File: config.mk
export PLATFORM = sky130hd
export DESIGN_NAME = vec_operand_loader_flat
export DESIGN_NICKNAME = d
export VERILOG_FILES = /design/src/rtl/vec_operand_loader_if.sv /design/src/rtl/vec_operand_loader.sv /design/src/flat_wrapper.sv
export SDC_FILE = /design/constraint.sdc
export NUM_CORES = 1
export LEC_CHECK = 0
export CAP_MARGIN = 25
export CORE_UTILIZATION = 30
export CTS_BUF_LIST = sky130_fd_sc_hd__clkbuf_2 sky130_fd_sc_hd__clkbuf_4 sky130_fd_sc_hd__clkbuf_8
export CTS_CLUSTER_DIAMETER = 40
export CTS_CLUSTER_SIZE = 20
export DETAILED_ROUTE_END_ITERATION = 8
export RECOVER_POWER = 50
export SLEW_MARGIN = 20
export SYNTH_ARGS = -nofsm -noshare
export SYNTH_HDL_FRONTEND = slang
export SYNTH_SLANG_ARGS = --single-unit
File: constraint.sdc
create_clock -name clk -period 1.9 [get_ports clk]
set_input_delay 0.285 -clock clk [delete_from_list [all_inputs] [get_ports clk]]
set_output_delay 0.285 -clock clk [all_outputs]
set_load 0.005 [all_outputs]
File: src/rtl/vec_operand_loader_if.sv
// Operand stream (in_*) and packed-vector stream (out_*) of the vector operand loader.
// master: producer/consumer environment; slave: the loader itself.
interface vec_operand_loader_if #(
  parameter int unsigned DATA_BW     = 8,
  parameter int unsigned MATRIX_SIZE = 8
);
  logic                           in_valid;
  logic                           in_ready;
  logic [DATA_BW-1:0]             in_data;
  logic                           in_last;
  logic                           out_valid;
  logic                           out_ready;
  logic [DATA_BW*MATRIX_SIZE-1:0] out_data_flat;

  modport master (
    output in_valid, in_data, in_last, out_ready,
    input  in_ready, out_valid, out_data_flat
  );

  modport slave (
    input  in_valid, in_data, in_last, out_ready,
    output in_ready, out_valid, out_data_flat
  );
endinterface

File: src/rtl/vec_operand_loader.sv
// Serial-to-parallel operand packer with ping-pong double buffering.
// Optional early-end zero padding via `define VEC_LOADER_ZERO_PAD_EN.
module vec_operand_loader #(
  parameter int unsigned DATA_BW     = 8,
  parameter int unsigned MATRIX_SIZE = 8
) (
  input  logic                clk,
  input  logic                rst_n,
  vec_operand_loader_if.slave bus
);
  localparam int unsigned     LaneW    = $clog2(MATRIX_SIZE);
  localparam int unsigned     VecW     = DATA_BW * MATRIX_SIZE;
  localparam logic [LaneW-1:0] LastLane = LaneW'(MATRIX_SIZE - 1);

  typedef enum logic [1:0] {StEmpty, StFilling, StFull} buf_state_e;

  buf_state_e       state_q [2];
  buf_state_e       state_d [2];
  logic [VecW-1:0]  vec_q   [2];
  logic [VecW-1:0]  vec_d   [2];
  logic             wsel_q, wsel_d;
  logic             rsel_q, rsel_d;
  logic [LaneW-1:0] lane_cnt_q, lane_cnt_d;

  logic [1:0] full;
  logic       accept;
  logic       out_fire;
  logic       early_last;
  logic       in_done;

  assign full[0] = (state_q[0] == StFull);
  assign full[1] = (state_q[1] == StFull);

  // Ready comes only from registered state; no path from out_ready.
  assign bus.in_ready      = ~full[wsel_q];
  assign bus.out_valid     = full[rsel_q];
  assign bus.out_data_flat = vec_q[rsel_q];

  assign accept   = bus.in_valid & ~full[wsel_q];
  assign out_fire = full[rsel_q] & bus.out_ready;

`ifdef VEC_LOADER_ZERO_PAD_EN
  assign early_last = bus.in_last;
`else
  logic unused_in_last;
  assign unused_in_last = bus.in_last;
  assign early_last     = 1'b0;
`endif

  assign in_done = accept & ((lane_cnt_q == LastLane) | early_last);

  always_comb begin
    state_d    = state_q;
    vec_d      = vec_q;
    wsel_d     = wsel_q;
    rsel_d     = rsel_q;
    lane_cnt_d = lane_cnt_q;

    // Read and write buffers differ whenever both fire, so the updates never collide.
    if (out_fire) begin
      state_d[rsel_q] = StEmpty;
      rsel_d          = ~rsel_q;
    end

    if (accept) begin
      for (int unsigned i = 0; i < MATRIX_SIZE; i++) begin
        if (LaneW'(i) == lane_cnt_q) begin
          vec_d[wsel_q][i*DATA_BW +: DATA_BW] = bus.in_data;
        end
`ifdef VEC_LOADER_ZERO_PAD_EN
        else if (bus.in_last && (LaneW'(i) > lane_cnt_q)) begin
          vec_d[wsel_q][i*DATA_BW +: DATA_BW] = '0;
        end
`endif
      end

      if (in_done) begin
        state_d[wsel_q] = StFull;
        wsel_d          = ~wsel_q;
        lane_cnt_d      = '0;
      end else begin
        state_d[wsel_q] = StFilling;
        lane_cnt_d      = lane_cnt_q + 1'b1;
      end
    end
  end

  always_ff @(posedge clk or negedge rst_n) begin
    if (!rst_n) begin
      state_q[0] <= StEmpty;
      state_q[1] <= StEmpty;
      vec_q[0]   <= '0;
      vec_q[1]   <= '0;
      wsel_q     <= 1'b0;
      rsel_q     <= 1'b0;
      lane_cnt_q <= '0;
    end else begin
      state_q[0] <= state_d[0];
      state_q[1] <= state_d[1];
      vec_q[0]   <= vec_d[0];
      vec_q[1]   <= vec_d[1];
      wsel_q     <= wsel_d;
      rsel_q     <= rsel_d;
      lane_cnt_q <= lane_cnt_d;
    end
  end

endmodule

File: src/flat_wrapper.sv
// flat-port wrapper written by rule: the top's interface ports become plain ports
module vec_operand_loader_flat 
#(
  parameter int unsigned DATA_BW     = 8,
  parameter int unsigned MATRIX_SIZE = 8
)
  (clk, rst_n, bus_in_valid, bus_in_data, bus_in_last, bus_out_ready, bus_in_ready, bus_out_valid, bus_out_data_flat);
  vec_operand_loader_if #(.DATA_BW(DATA_BW), .MATRIX_SIZE(MATRIX_SIZE)) bus_i ();
  input  logic clk;
  input  logic rst_n;
  input wire logic [$bits(bus_i.in_valid)-1:0] bus_in_valid;
  input wire logic [$bits(bus_i.in_data)-1:0] bus_in_data;
  input wire logic [$bits(bus_i.in_last)-1:0] bus_in_last;
  input wire logic [$bits(bus_i.out_ready)-1:0] bus_out_ready;
  output wire logic [$bits(bus_i.in_ready)-1:0] bus_in_ready;
  output wire logic [$bits(bus_i.out_valid)-1:0] bus_out_valid;
  output wire logic [$bits(bus_i.out_data_flat)-1:0] bus_out_data_flat;
  assign bus_i.in_valid = bus_in_valid;
  assign bus_i.in_data = bus_in_data;
  assign bus_i.in_last = bus_in_last;
  assign bus_i.out_ready = bus_out_ready;
  assign bus_in_ready = bus_i.in_ready;
  assign bus_out_valid = bus_i.out_valid;
  assign bus_out_data_flat = bus_i.out_data_flat;
  vec_operand_loader #(.DATA_BW(DATA_BW), .MATRIX_SIZE(MATRIX_SIZE)) u_core (.clk(clk), .rst_n(rst_n), .bus(bus_i));
endmodule
==> summary.md, run 1 <==
| Metric | Value |
|---|---|
| Post-detailed-route count of antenna-violating nets | 0 |
| Share of cells above drive strength 1 | 0.665 |
| Sw power | 4270 uW |
| Fin. Hold Viols | 0 |
| Asr flop ratio synth | 1.00 |
| CTS Buf Count | 17 |
| Core area | 20,600 sq um |
| Total GRT Usage | 0.142 |
| Post-synth EDFFs | 0 |
| Pleak | 0.00407 uW |
| Clock Power Share | 0.190 |
| Vias in the first global route | 4,173 |
| CP Capture Type | output port |
| Final nets | 582 |
| Height of the die | 148 microns |
| Final min period | 2.08 ns |
| Final HPWL from detailed placement | 9480 microns |
| YS warnings | 0 |
| Clk_lat worst skew | 0.44 ns |
| Antenna violations before repair | 0 |
| Critical path type | reg2out |
| CTS tree | yes |
| Met1 Track Usage GR | 0.183 |
| Via-to-Cell Ratio | approximately 4.6 |
| Largest net degree at the start of global routing | 96 |
| Die width | about 150 microns |
| Worst Hold Slack | just over 0.5 ns |
| Post-Layout Inst Area | 8730 sq um |
| First-pass DRT Iterations | 4 |
| Syn_nets | 439 |
| DRT Wirelength | 15,400 microns |
| Final period utilization | 1.09 |
| I/O pin count | 79 |
| Final WS setup | -0.180 ns |
| IO Port Bufs | 77 |
| Area leader, netlist | dfrtp_1 |
| Ant. Diodes | 0 |
| Initial core utilization | 0.310 |
| Top post-synthesis cells by area | dfrtp_1, mux2_2, mux2_4 |
| #FFs+latches synth | 137 |
| Drc violations | 0 |
| H-tree depth | 4 |
| Slew Viols, Final | 0 |
| Clock Skew | 0.0103 ns |
| Overall power | between 10,000 and 15,000 uW |
| Status | finished, violations left |
| Gp weighted congestion | ~0.8 |
| Pwr per Cell Area | 1680 nW/um^2 |
| Crit-path max FO | 5 |
| Synthesized area | 6380 sq um |
| DP Area | slightly below 8000 sq um |
| Syn_area_per_cell | 15.2 sq um |
| Critical path startpoint category | flip-flop |
| Violated checks | negative setup slack |
| Routed len/inst | around 18 microns |
| Post-synth top area share | 0.537 |
| Most frequent cell after synthesis | mux2_2 |
| Drt initial violations | approximately 120 |
| Syn Inst Count | 420 |
| Worst Tran Pin Value | 1.32 ns |
| RSZ-0062 raised after global routing | yes |
| Top_reg_cell synth | dfrtp_1 |
| Worst EP required | between 1.5 and 2 ns |
| Worst hold path class | reg2reg |
| Synth unique cells | 35 |
| Maxcap violations | 0 |
| First-pass GRT wire length | between 20,000 and 25,000 microns |
| Final Setup Violations | a little under 60 |
| Clk pin slew, worst setup/hold paths | approximately 0.070 ns |
| Max VDD drop | 0.730 mV |
| Met2 Track Usage GR | 0.233 |
| Sequential share of power | 0.350 |
| Sw frac | 0.290 |
| GRT overflow | 0 |
| Sink Count | approximately 140 |
| GRT busiest layer | met2 |
| WP data arrival | ~1.8 ns |
| Reg2Reg Setup Slack | roughly 0.090 ns |
| P&R area growth vs syn | 36.7% |
| Peak Freq | 0.481 GHz |
| Slew Limit Headroom | 0.120 |
| P_int | 10,400 uW |
| Total number of vias | 3,928 |
| Sequential-to-total area share from yosys stat | 0.537 |
| Die area | 21,900 sq um |
| Root Buffer Master | clkbuf_8 |
| Comb power frac | 0.460 |
| Met3 usage | 0.0429 |
| Max Root-Sink Buffers | 2 |
| Row cnt | 52 |
| Synth top cells by count | mux2_2, dfrtp_1, mux2_4 |
sequential cells by signal, indices dropped and copies added, names as in the netlist:
name / flops
u_core.vec_q: 128
u_core.wsel_q: 1
u_core.rsel_q: 1
u_core.state_q: 4
u_core.lane_cnt_q: 3
worst paths after layout:
check / from / end / cells after the start
max: u_core.rsel_q$_DFFE_PN0N_ / bus_out_data_flat[16] / 5
min: u_core.vec_q[103]$_DFFE_PN0P_ / u_core.vec_q[103]$_DFFE_PN0P_ / 1
max reg2reg: u_core.lane_cnt_q[0]$_DFFE_PN0N_ / u_core.vec_q[18]$_DFFE_PN0P_ / 6
min reg2reg: u_core.vec_q[103]$_DFFE_PN0P_ / u_core.vec_q[103]$_DFFE_PN0P_ / 1
max in group asynchronous: rst_n / u_core.lane_cnt_q[0]$_DFFE_PN0N_ / 3
min in group asynchronous: rst_n / u_core.vec_q[114]$_DFFE_PN0P_ / 3
metrics by stage:
stage	util	TNS (ns)	instances	setup slack, ns
after floorplan	-	0	420	0.0425
after global placement	0.382	-5.00	789	-0.168
after detailed placement	0.382	-7.45	789	-0.178
after CTS	0.410	-22.47	827	-0.429
after global routing	0.424	-13.07	846	-0.241
final	0.424	-6.33	846	-0.180
power by group through the flow:
stage	Clock (uW)	Sequential, uW	Combinational [uW]
finish	2800	5150	6760
global route	3000	5320	7290
detailed placement	0	5110	6220
global placement	0	5000	6120
floorplan	0	4810	3470
CTS	2870	5070	6250
area by class of cell:
| type | count | area (sq um) |
|---|---|---|
| multi-input combinational | 254 | 3030 |
| tap | 270 | 338 |
| inverter | 3 | 11.3 |
| clock buffer | 21 | 283 |
| timing repair buffer | 150 | 1440 |
| fill | 1901 | 11800 |
| clock inverter | 11 | 193 |
| sequential | 137 | 3430 |
placed cells by master, fill, tap and decap left out, types with 6 or more instances in the layout:
cell and count:
dfrtp_1 134, buf_4 33, buf_12 18, nor3_4 6, clkbuf_8 20, clkdlybuf4s50_1 10
mux2_2 115, clkbuf_2 52, mux2_4 79, nor2_1 6, buf_6 24
kinds of logic after synthesis:
| logic type | synth area share |
|---|---|
| adder cells (fa/ha/maj) | 0.0118 |
| AND/OR/NAND/NOR | 0.0555 |
| multiplexers | 0.358 |
| buffers and inverters | 0.0253 |
| AO/OA/AOI/OAI | 0.0124 |
| flip-flops | 0.537 |
layer usage:
| metal | vias to the layer above | part of all wire | wire length [microns] |
|---|---|---|---|
| met5 | - | 0 | 0 |
| met4 | 0 | 0.0082 | 126 |
| met3 | 13 | 0.037 | 572 |
| met2 | 61 | 0.49 | 7560 |
| met1 | 2056 | 0.46 | 7120 |
| li1 | 1798 | - | - |
critical path, stage by stage, from the launching register on:
cell and delay (ns):
dfrtp_2 0.48, buf_6 0.16, buf_6 0.13, clkbuf_16 0.16, mux2_4 0.31, clkbuf_2 0.11
timing repair:
item                       CTS  global route
gates resized for setup     32           232
setup endpoints to repair   66            83
hold buffers                 1             0
hold endpoints to repair   137             0
gates cloned                 1             4
buffers inserted             4            17
Note: power is estimated with default switching activity, not from simulation.
==> run 2: changes to the inputs <==
clock period = 2 ns   (was 1.9 ns; I/O delays follow)
==> run 2 against run 1 <==
Compared with the run above:
- the flow still finishes with violations (negative setup slack)
- largest power group unchanged
- sequential share of layout area is 1.0 points higher
- critical path depth increased by 1
- largest cell class unchanged
- non-clock buffer count is 8 higher
==> summary.md, run 2 (same netlist as run 1, synthesis figures left out) <==
| Metric | Value |
|---|---|
| Drt initial violations | 147 (+19%) |
| Final period utilization | 1.06 |
| Critical path type | reg2out |
| Largest net degree at the start of global routing | 38 (-60%) |
| Peak Freq | 0.474 GHz |
| Ant. Diodes | 0 (unchanged) |
| Commonest non-fill, non-tap cells in the layout | mux2_2, dfrtp_1, mux2_4, clkbuf_2, buf_4 |
| Final min period | 2.11 ns |
| Clock Power Share | 0.153 (-0.037) |
| Root Buffer Master | clkbuf_8 |
| Vias in the first global route | 4,324 (+3.6%) |
| Antenna violations before repair | 0 (unchanged) |
| Most common cell after layout, fill and taps aside | mux2_2 |
| Crit-path max FO | 4 (-1) |
| FF-to-FF Start | u_core.wsel_q$_DFFE_PN0P_ |
| Max Root-Sink Buffers | 2 (unchanged) |
| GRT overflow | 0 (unchanged) |
| Violated checks | negative setup slack |
| Routed len/inst | 18.3 microns (+0.47%) |
| Worst hold path class | in2async |
| Worst EP required | 1.70 ns (+0.08 ns) |
| Final WS setup | -0.112 ns (+0.0685 ns) |
| Final Setup Violations | 32 (-45%) |
| RSZ-0062 raised after global routing | yes |
| Die area | 21,900 sq um (unchanged) |
| Clock Skew | 0.00887 ns (-0.00140 ns) |
| Place WS | -0.103 ns (+0.0750 ns) |
| First-pass DRT Iterations | 4 (unchanged) |
| First-pass GRT wire length | 24,300 microns (+4.6%) |
| Most flop-heavy register | u_core.vec_q |
| Sw frac | 0.305 (+0.0149) |
| Status | finished, violations left |
| P_int | 9130 uW (-12%) |
| P&R area growth vs syn | 33.3% |
| Post-detailed-route count of antenna-violating nets | 0 (unchanged) |
| DRT Wirelength | 15,600 microns (+1.3%) |
| CTS tree | yes |
| Max reg flops | 128 (unchanged) |
| Maxcap violations | 0 (unchanged) |
| Die width | 148 microns (unchanged) |
| Share of cells above drive strength 1 | 0.660 (-0.00455) |
| Row cnt | 52 (unchanged) |
| Via-to-Cell Ratio | 4.66 (+0.29%) |
| Final HPWL from detailed placement | 9800 microns (+3.4%) |
| Sequential share of power | 0.367 (+0.017) |
| Slew Limit Headroom | 0.436 (+0.316) |
| Initial core utilization | 0.310 (unchanged) |
| Total number of vias | 3,972 (+1.1%) |
| Pleak | 0.00393 uW (-3.5%) |
| Clk pin slew, worst setup/hold paths | 0.07 ns (about the same) |
| I/O pin count | 79 (unchanged) |
| Comb power frac | 0.481 (+0.021) |
| Core area | 20,600 sq um (unchanged) |
| Critical path origin | u_core.rsel_q$_DFFE_PN0N_ |
| Clk_lat worst skew | 0.45 ns (about the same) |
| Fin. Hold Viols | 0 (unchanged) |
| Max VDD drop | 0.607 mV (-17%) |
| Gp weighted congestion | 0.769 (-2.0%) |
| Pwr per Cell Area | 1540 nW/um^2 (-8.3%) |
| Final nets | 590 (+1.4%) |
| WP data arrival | 1.81 ns (about the same) |
| Overall power | 13,100 uW (-11%) |
| CP Capture Type | output port |
| IO Port Bufs | 77 (unchanged) |
| H-tree depth | 4 (unchanged) |
| Biggest regs | u_core.vec_q x128, u_core.state_q x4, u_core.lane_cnt_q x3 |
| Sink Count | 137 (unchanged) |
| Height of the die | 148 microns (unchanged) |
| Total GRT Usage | 0.149 (+0.00686) |
| Slew Viols, Final | 0 (unchanged) |
| Sw power | 4010 uW (-6.0%) |
| Critical path startpoint category | flip-flop |
| Drc violations | 0 (unchanged) |
| Worst Tran Pin Value | 0.846 ns (-0.475 ns) |
| CTS Buf Count | 17 (unchanged) |
[run 2: cell count changes in the layout (fill, tap and decap cells not counted), sizes merged]
cell | previous run | this run
buf | 80 | 97
bufinv | 5 | 0
clkbuf | 78 | 71
clkinv | 4 | 5
clkinvlp | 2 | 3
dlygate4sd2 | 1 | 2
dlymetal6s2s | 1 | 0
[run 2: through the flow]
| stage | instances | TNS [ns] | area (sq um) | hold WS (ns) | util |
|---|---|---|---|---|---|
| 2_1_floorplan | 420 | 0 | 6380 | 0.00441 | - |
| 3_3_place_gp | 788 | -1.59 | 7860 | 0.288 | 0.382 |
| 3_5_place_dp | 788 | -1.86 | 7860 | 0.298 | 0.382 |
| 4_1_cts | 839 | -4.00 | 8460 | 0.377 | 0.412 |
| 5_1_grt | 853 | -4.23 | 8510 | 0.500 | 0.414 |
| 6_report | 853 | -1.56 | 8510 | 0.500 | 0.414 |
[run 2: repair_timing]
action / in CTS / in global routing
gates cloned: 4 / 2
resized for setup: 191 / 96
endpoints found under the setup margin: 66 / 67
hold buffers: 1 / 0
hold endpoints to repair: 28 / 0
buffers inserted: 15 / 13
[run 2: worst max-delay path: stages, from the launching register on]
cell	delay, ns
dfrtp_2	0.44
buf_6	0.14
buf_12	0.13
buf_16	0.13
buf_6	0.11
mux2_4	0.29
buf_6	0.11
[run 2: layer usage]
metal | GRT usage | part of all wire
met2 | 0.242 | 0.49
met4 | 0.0459 | 0.017
met3 | 0.0423 | 0.038
met5 | 0 | 0
met1 | 0.193 | 0.45
[run 2: cell type report]
cell class,instances,area (sq um)
tap,270,338
sequential,137,3430
timing repair buffer,158,1490
inverter,3,11.3
clock inverter,8,47.5
fill,1915,12100
multi-input combinational,254,2890
clock buffer,23,298
[run 2: worst paths after layout]
path,to,slack (ns),depth (start not counted)
min,u_core.vec_q[117]$_DFFE_PN0P_,0.50,2
min in group clk,u_core.vec_q[15]$_DFFE_PN0P_,0.50,1
max reg2reg,u_core.lane_cnt_q[0]$_DFFE_PN0N_,0.05,5
max in group asynchronous,u_core.rsel_q$_DFFE_PN0N_,0.39,3
min reg2reg,u_core.vec_q[15]$_DFFE_PN0P_,0.50,1
max,bus_out_data_flat[55],-0.11,6
[run 2: power groups by stage]
stage / combinational [uW] / clock (uW) / sequential, uW
CTS: 6100 / 2060 / 4790
global placement: 5800 / 0 / 4760
floorplan: 3290 / 0 / 4570
finish: 6320 / 2010 / 4820
global route: 6810 / 2210 / 4990
detailed placement: 5910 / 0 / 4860
==> run 3: changes to the inputs <==
ABC_AREA = 1   (was not set)
==> run 3 against run 2 <==
Compared with the run above:
- the flow still finishes with violations (negative setup slack)
- final cell count is 46% higher
- critical path depth fell by 1
- highest routed layer unchanged
- largest cell class unchanged
- fmax decreased by 1.1%
==> summary.md, run 3 <==
| Metric | Value |
|---|---|
| Synth top cells by count | nand2_1, dfrtp_1, nand4_1 |
| Reg2reg path depth | 7 (+2) |
| Largest net degree at the start of global routing | 74 (+95%) |
| Final Setup Violations | 41 (+28%) |
| H-tree depth | 4 (unchanged) |
| Most common cell after layout, fill and taps aside | nand2_1 |
| Post-detailed-route count of antenna-violating nets | 0 (unchanged) |
| Routed len/inst | 15.0 microns (-18%) |
| Worst Tran Pin Value | 0.854 ns (+0.00852 ns) |
| Clock Power Share | 0.173 (+0.020) |
| Most frequent cell after synthesis | nand2_1 |
| Most flop-heavy register | u_core.vec_q |
| Sequential share of power | 0.370 (+0.003) |
| Synthesized area | 6710 sq um (+5.1%) |
| GRT overflow | 0 (unchanged) |
| Critical path startpoint category | flip-flop |
| Top post-synthesis cells by area | dfrtp_1, nand2_1, nand4_1 |
| Comb power frac | 0.457 (-0.024) |
| Area leader, netlist | dfrtp_1 |
| Max reg flops | 128 (unchanged) |
| First-pass DRT Iterations | 5 (+1) |
| Final WS setup | -0.136 ns (-0.0240 ns) |
| Fill cells | 2,338 (+22%) |
| Reg2Reg Setup Slack | 0.31 ns (+0.26 ns) |
| Clk pin slew, worst setup/hold paths | 0.07 ns (about the same) |
| Biggest regs | u_core.vec_q x128, u_core.state_q x4, u_core.lane_cnt_q x3 |
| Reg-to-reg endpoint | u_core.vec_q[81]$_DFFE_PN0P_ |
| Total GRT Usage | 0.174 (+0.0243) |
| Pleak | 0.00453 uW (+15%) |
| Root Buffer Master | clkbuf_8 |
| Worst hold path class | in2async |
| Syn_nets | 882 (+100%) |
| Sequential-to-total area share from yosys stat | 0.511 (-0.0259) |
| #FFs+latches synth | 137 (unchanged) |
| Setup_tns | -2.98 ns (-1.42 ns) |
| Commonest non-fill, non-tap cells in the layout | nand2_1, dfrtp_1, nand4_1, dlygate4sd2_1, buf_4 |
| Post-synth top area share | 0.511 (-0.0259) |
| Drt initial violations | 339 (+130%) |
| Ant. Diodes | 0 (unchanged) |
| Synth unique cells | 25 (-29%) |
| Crit path top cell by count | nand2_1 |
| Total number of vias | 5,838 (+47%) |
| Die width | 152 microns (+2.5%) |
| Peak Freq | 0.468 GHz (-1.1%) |
| Footprint of the multi-input gates | 2850 sq um (-1.3%) |
| Clock Skew | 0.0123 ns (+0.00348 ns) |
| Final nets | 972 (+65%) |
| Slew Limit Headroom | 0.430 (-0.00568) |
| Largest stage delay, worst path | 0.51 ns (+0.07 ns) |
| Asr flop ratio synth | 1.00 (unchanged) |
| Via-to-Cell Ratio | 4.69 (+0.62%) |
| Critical path's top delay family | buffers and inverters |
| Final min period | 2.14 ns (+0.0240 ns) |
| Storage cell area | 3430 sq um (about the same) |
| Clk_lat worst skew | 0.46 ns (about the same) |
| Final period utilization | 1.07 (+0.0120) |
| P_int | 7810 uW (-15%) |
| Critical path, cell by cell | clkinv_4 > buf_12 > nand2_1 > nand2_1 > clkdlybuf4s50_1 |
| Pwr per Cell Area | 1560 nW/um^2 (+1.2%) |
| CTS Buf Count | 17 (unchanged) |
| Fin. Hold Viols | 0 (unchanged) |
| CTS tree | yes |
| Vias in the first global route | 5,603 (+30%) |
| Share of cells above drive strength 1 | 0.110 (-0.551) |
| Row cnt | 54 (+3.8%) |
| Core area | 21,900 sq um (+6.5%) |
| Critical path type | reg2out |
| Die area | 23,000 sq um (+5.0%) |
| I/O pin count | 79 (unchanged) |
| Crit path max-delay cell type | clkdlybuf4s50_1 |
| Syn_area_per_cell | 7.77 sq um (-49%) |
| Maxcap violations | 0 (unchanged) |
| YS warnings | 0 (unchanged) |
| Sw power | 5120 uW (+28%) |
| P&R area growth vs syn | 23.3% |
| Top_reg_cell synth | dfrtp_1 |
| FF-to-FF Start | u_core.lane_cnt_q[0]$_DFFE_PN0N_ |
| Post-synth EDFFs | 0 (unchanged) |
| Violated checks | negative setup slack |
| Max VDD drop | 0.733 mV (+21%) |
| Gp weighted congestion | 0.748 (-2.8%) |
| Sink Count | 137 (unchanged) |
| RSZ-0062 raised after global routing | yes |
| Initial core utilization | 0.306 (-0.00413) |
| Drc violations | 0 (unchanged) |
| Worst Hold Slack | 0.336 ns (-0.163 ns) |
| DRT Wirelength | 18,700 microns (+20%) |
| CP Capture Type | output port |
| Status | finished, violations left |
| Final HPWL from detailed placement | 11,400 microns (+17%) |
| Worst EP required | 1.70 ns (about the same) |
| Height of the die | 152 microns (+2.5%) |
| Sw frac | 0.396 (+0.0908) |
| Max Root-Sink Buffers | 2 (unchanged) |
| Worst path buffer plus inverter count | 3 (-2) |
| First-pass GRT wire length | 30,100 microns (+24%) |
| IO Port Bufs | 77 (unchanged) |
| Syn Inst Count | 863 (+110%) |
| Antenna violations before repair | 0 (unchanged) |
| WP data arrival | 1.84 ns (+0.03 ns) |
| Crit-path max FO | 7 (+3) |
| Slew Viols, Final | 0 (unchanged) |
-- run 3: changes by cell type in the layout (fill, tap and decap cells not counted), moves of 40 or more --
cell,before,now
mux2_4,44,0
nand4_1,2,67
dlygate4sd2_1,2,55
mux2_2,150,0
clkbuf_2,41,1
nand2_1,5,540
-- run 3: worst max-delay path by stage --
| stage | start | to | slack [ns] | depth (start not counted) |
|---|---|---|---|---|
| global route | u_core.rsel_q$_DFFE_PN0N_ | bus_out_data_flat[49] | -0.21 | 4 |
| finish | u_core.rsel_q$_DFFE_PN0N_ | bus_out_data_flat[49] | -0.14 | 5 |
| CTS | u_core.rsel_q$_DFFE_PN0N_ | bus_out_data_flat[49] | -0.20 | 4 |
| detailed placement | u_core.rsel_q$_DFFE_PN0N_ | bus_out_data_flat[35] | 0.18 | 5 |
| floorplan | u_core.lane_cnt_q[0]$_DFFE_PN0N_ | u_core.state_q[3]$_DFF_PN0_ | 0.60 | 6 |
| global placement | u_core.rsel_q$_DFFE_PN0N_ | bus_out_data_flat[33] | 0.20 | 5 |
-- run 3: power by group through the flow --
stage                     Sequential, uW  Combinational, uW  Clock (uW)
after detailed placement            4790               6160           0
after global routing                4940               6720        2380
after CTS                           4770               5860        2270
final                               4780               5910        2230
after global placement              4750               6100           0
after floorplan                     4640               3490           0
-- run 3: metal layers --
layer  vias up  routed length [microns]  GRT usage
met5         -                        0          0
met4         0                      222     0.0545
met3        23                      920     0.0332
met2       139                     8530      0.271
met1      2777                     9060      0.242
li1       2899                        -          -
-- run 3: metrics by stage --
step / area (sq um) / setup WS (ns) / total power (uW) / utilization / cells
4_1_cts: 8210 / -0.205 / 12900 / 0.375 / 1240
5_1_grt: 8270 / -0.214 / 14000 / 0.378 / 1246
3_3_place_gp: 7790 / 0.200 / 10900 / 0.356 / 1202
6_report: 8270 / -0.136 / 12900 / 0.378 / 1246
3_5_place_dp: 7790 / 0.180 / 11000 / 0.356 / 1202
2_1_floorplan: 6710 / 0.605 / 8130 / - / 863
-- run 3: what timing repair did --
action / 4_1_cts / 5_1_grt
buffers inserted: 4 / 5
setup endpoints to repair: 66 / 21
pin swaps: 1 / 0
cloned: 1 / 1
endpoints found under the hold margin: 137 / 0
resized for setup: 68 / 6
hold buffers: 1 / 0
-- run 3: final cells by class --
cell class	instances	area share
multi-input combinational	651	0.345
tap	280	0.0424
clock inverter	7	0.00802
timing repair buffer	123	0.140
clock buffer	25	0.0386
sequential	137	0.415
inverter	23	0.0111
-- run 3: cells by family (layout without fill, tap and decap cells) --
group	count (synthesis)	in the layout	share of synthesized area
buffers and inverters	75	178	0.0642
flip-flops	137	137	0.511
adder cells (fa/ha/maj)	6	6	0.0112
AND/OR/NAND/NOR	641	641	0.408
AO/OA/AOI/OAI	4	4	0.00485
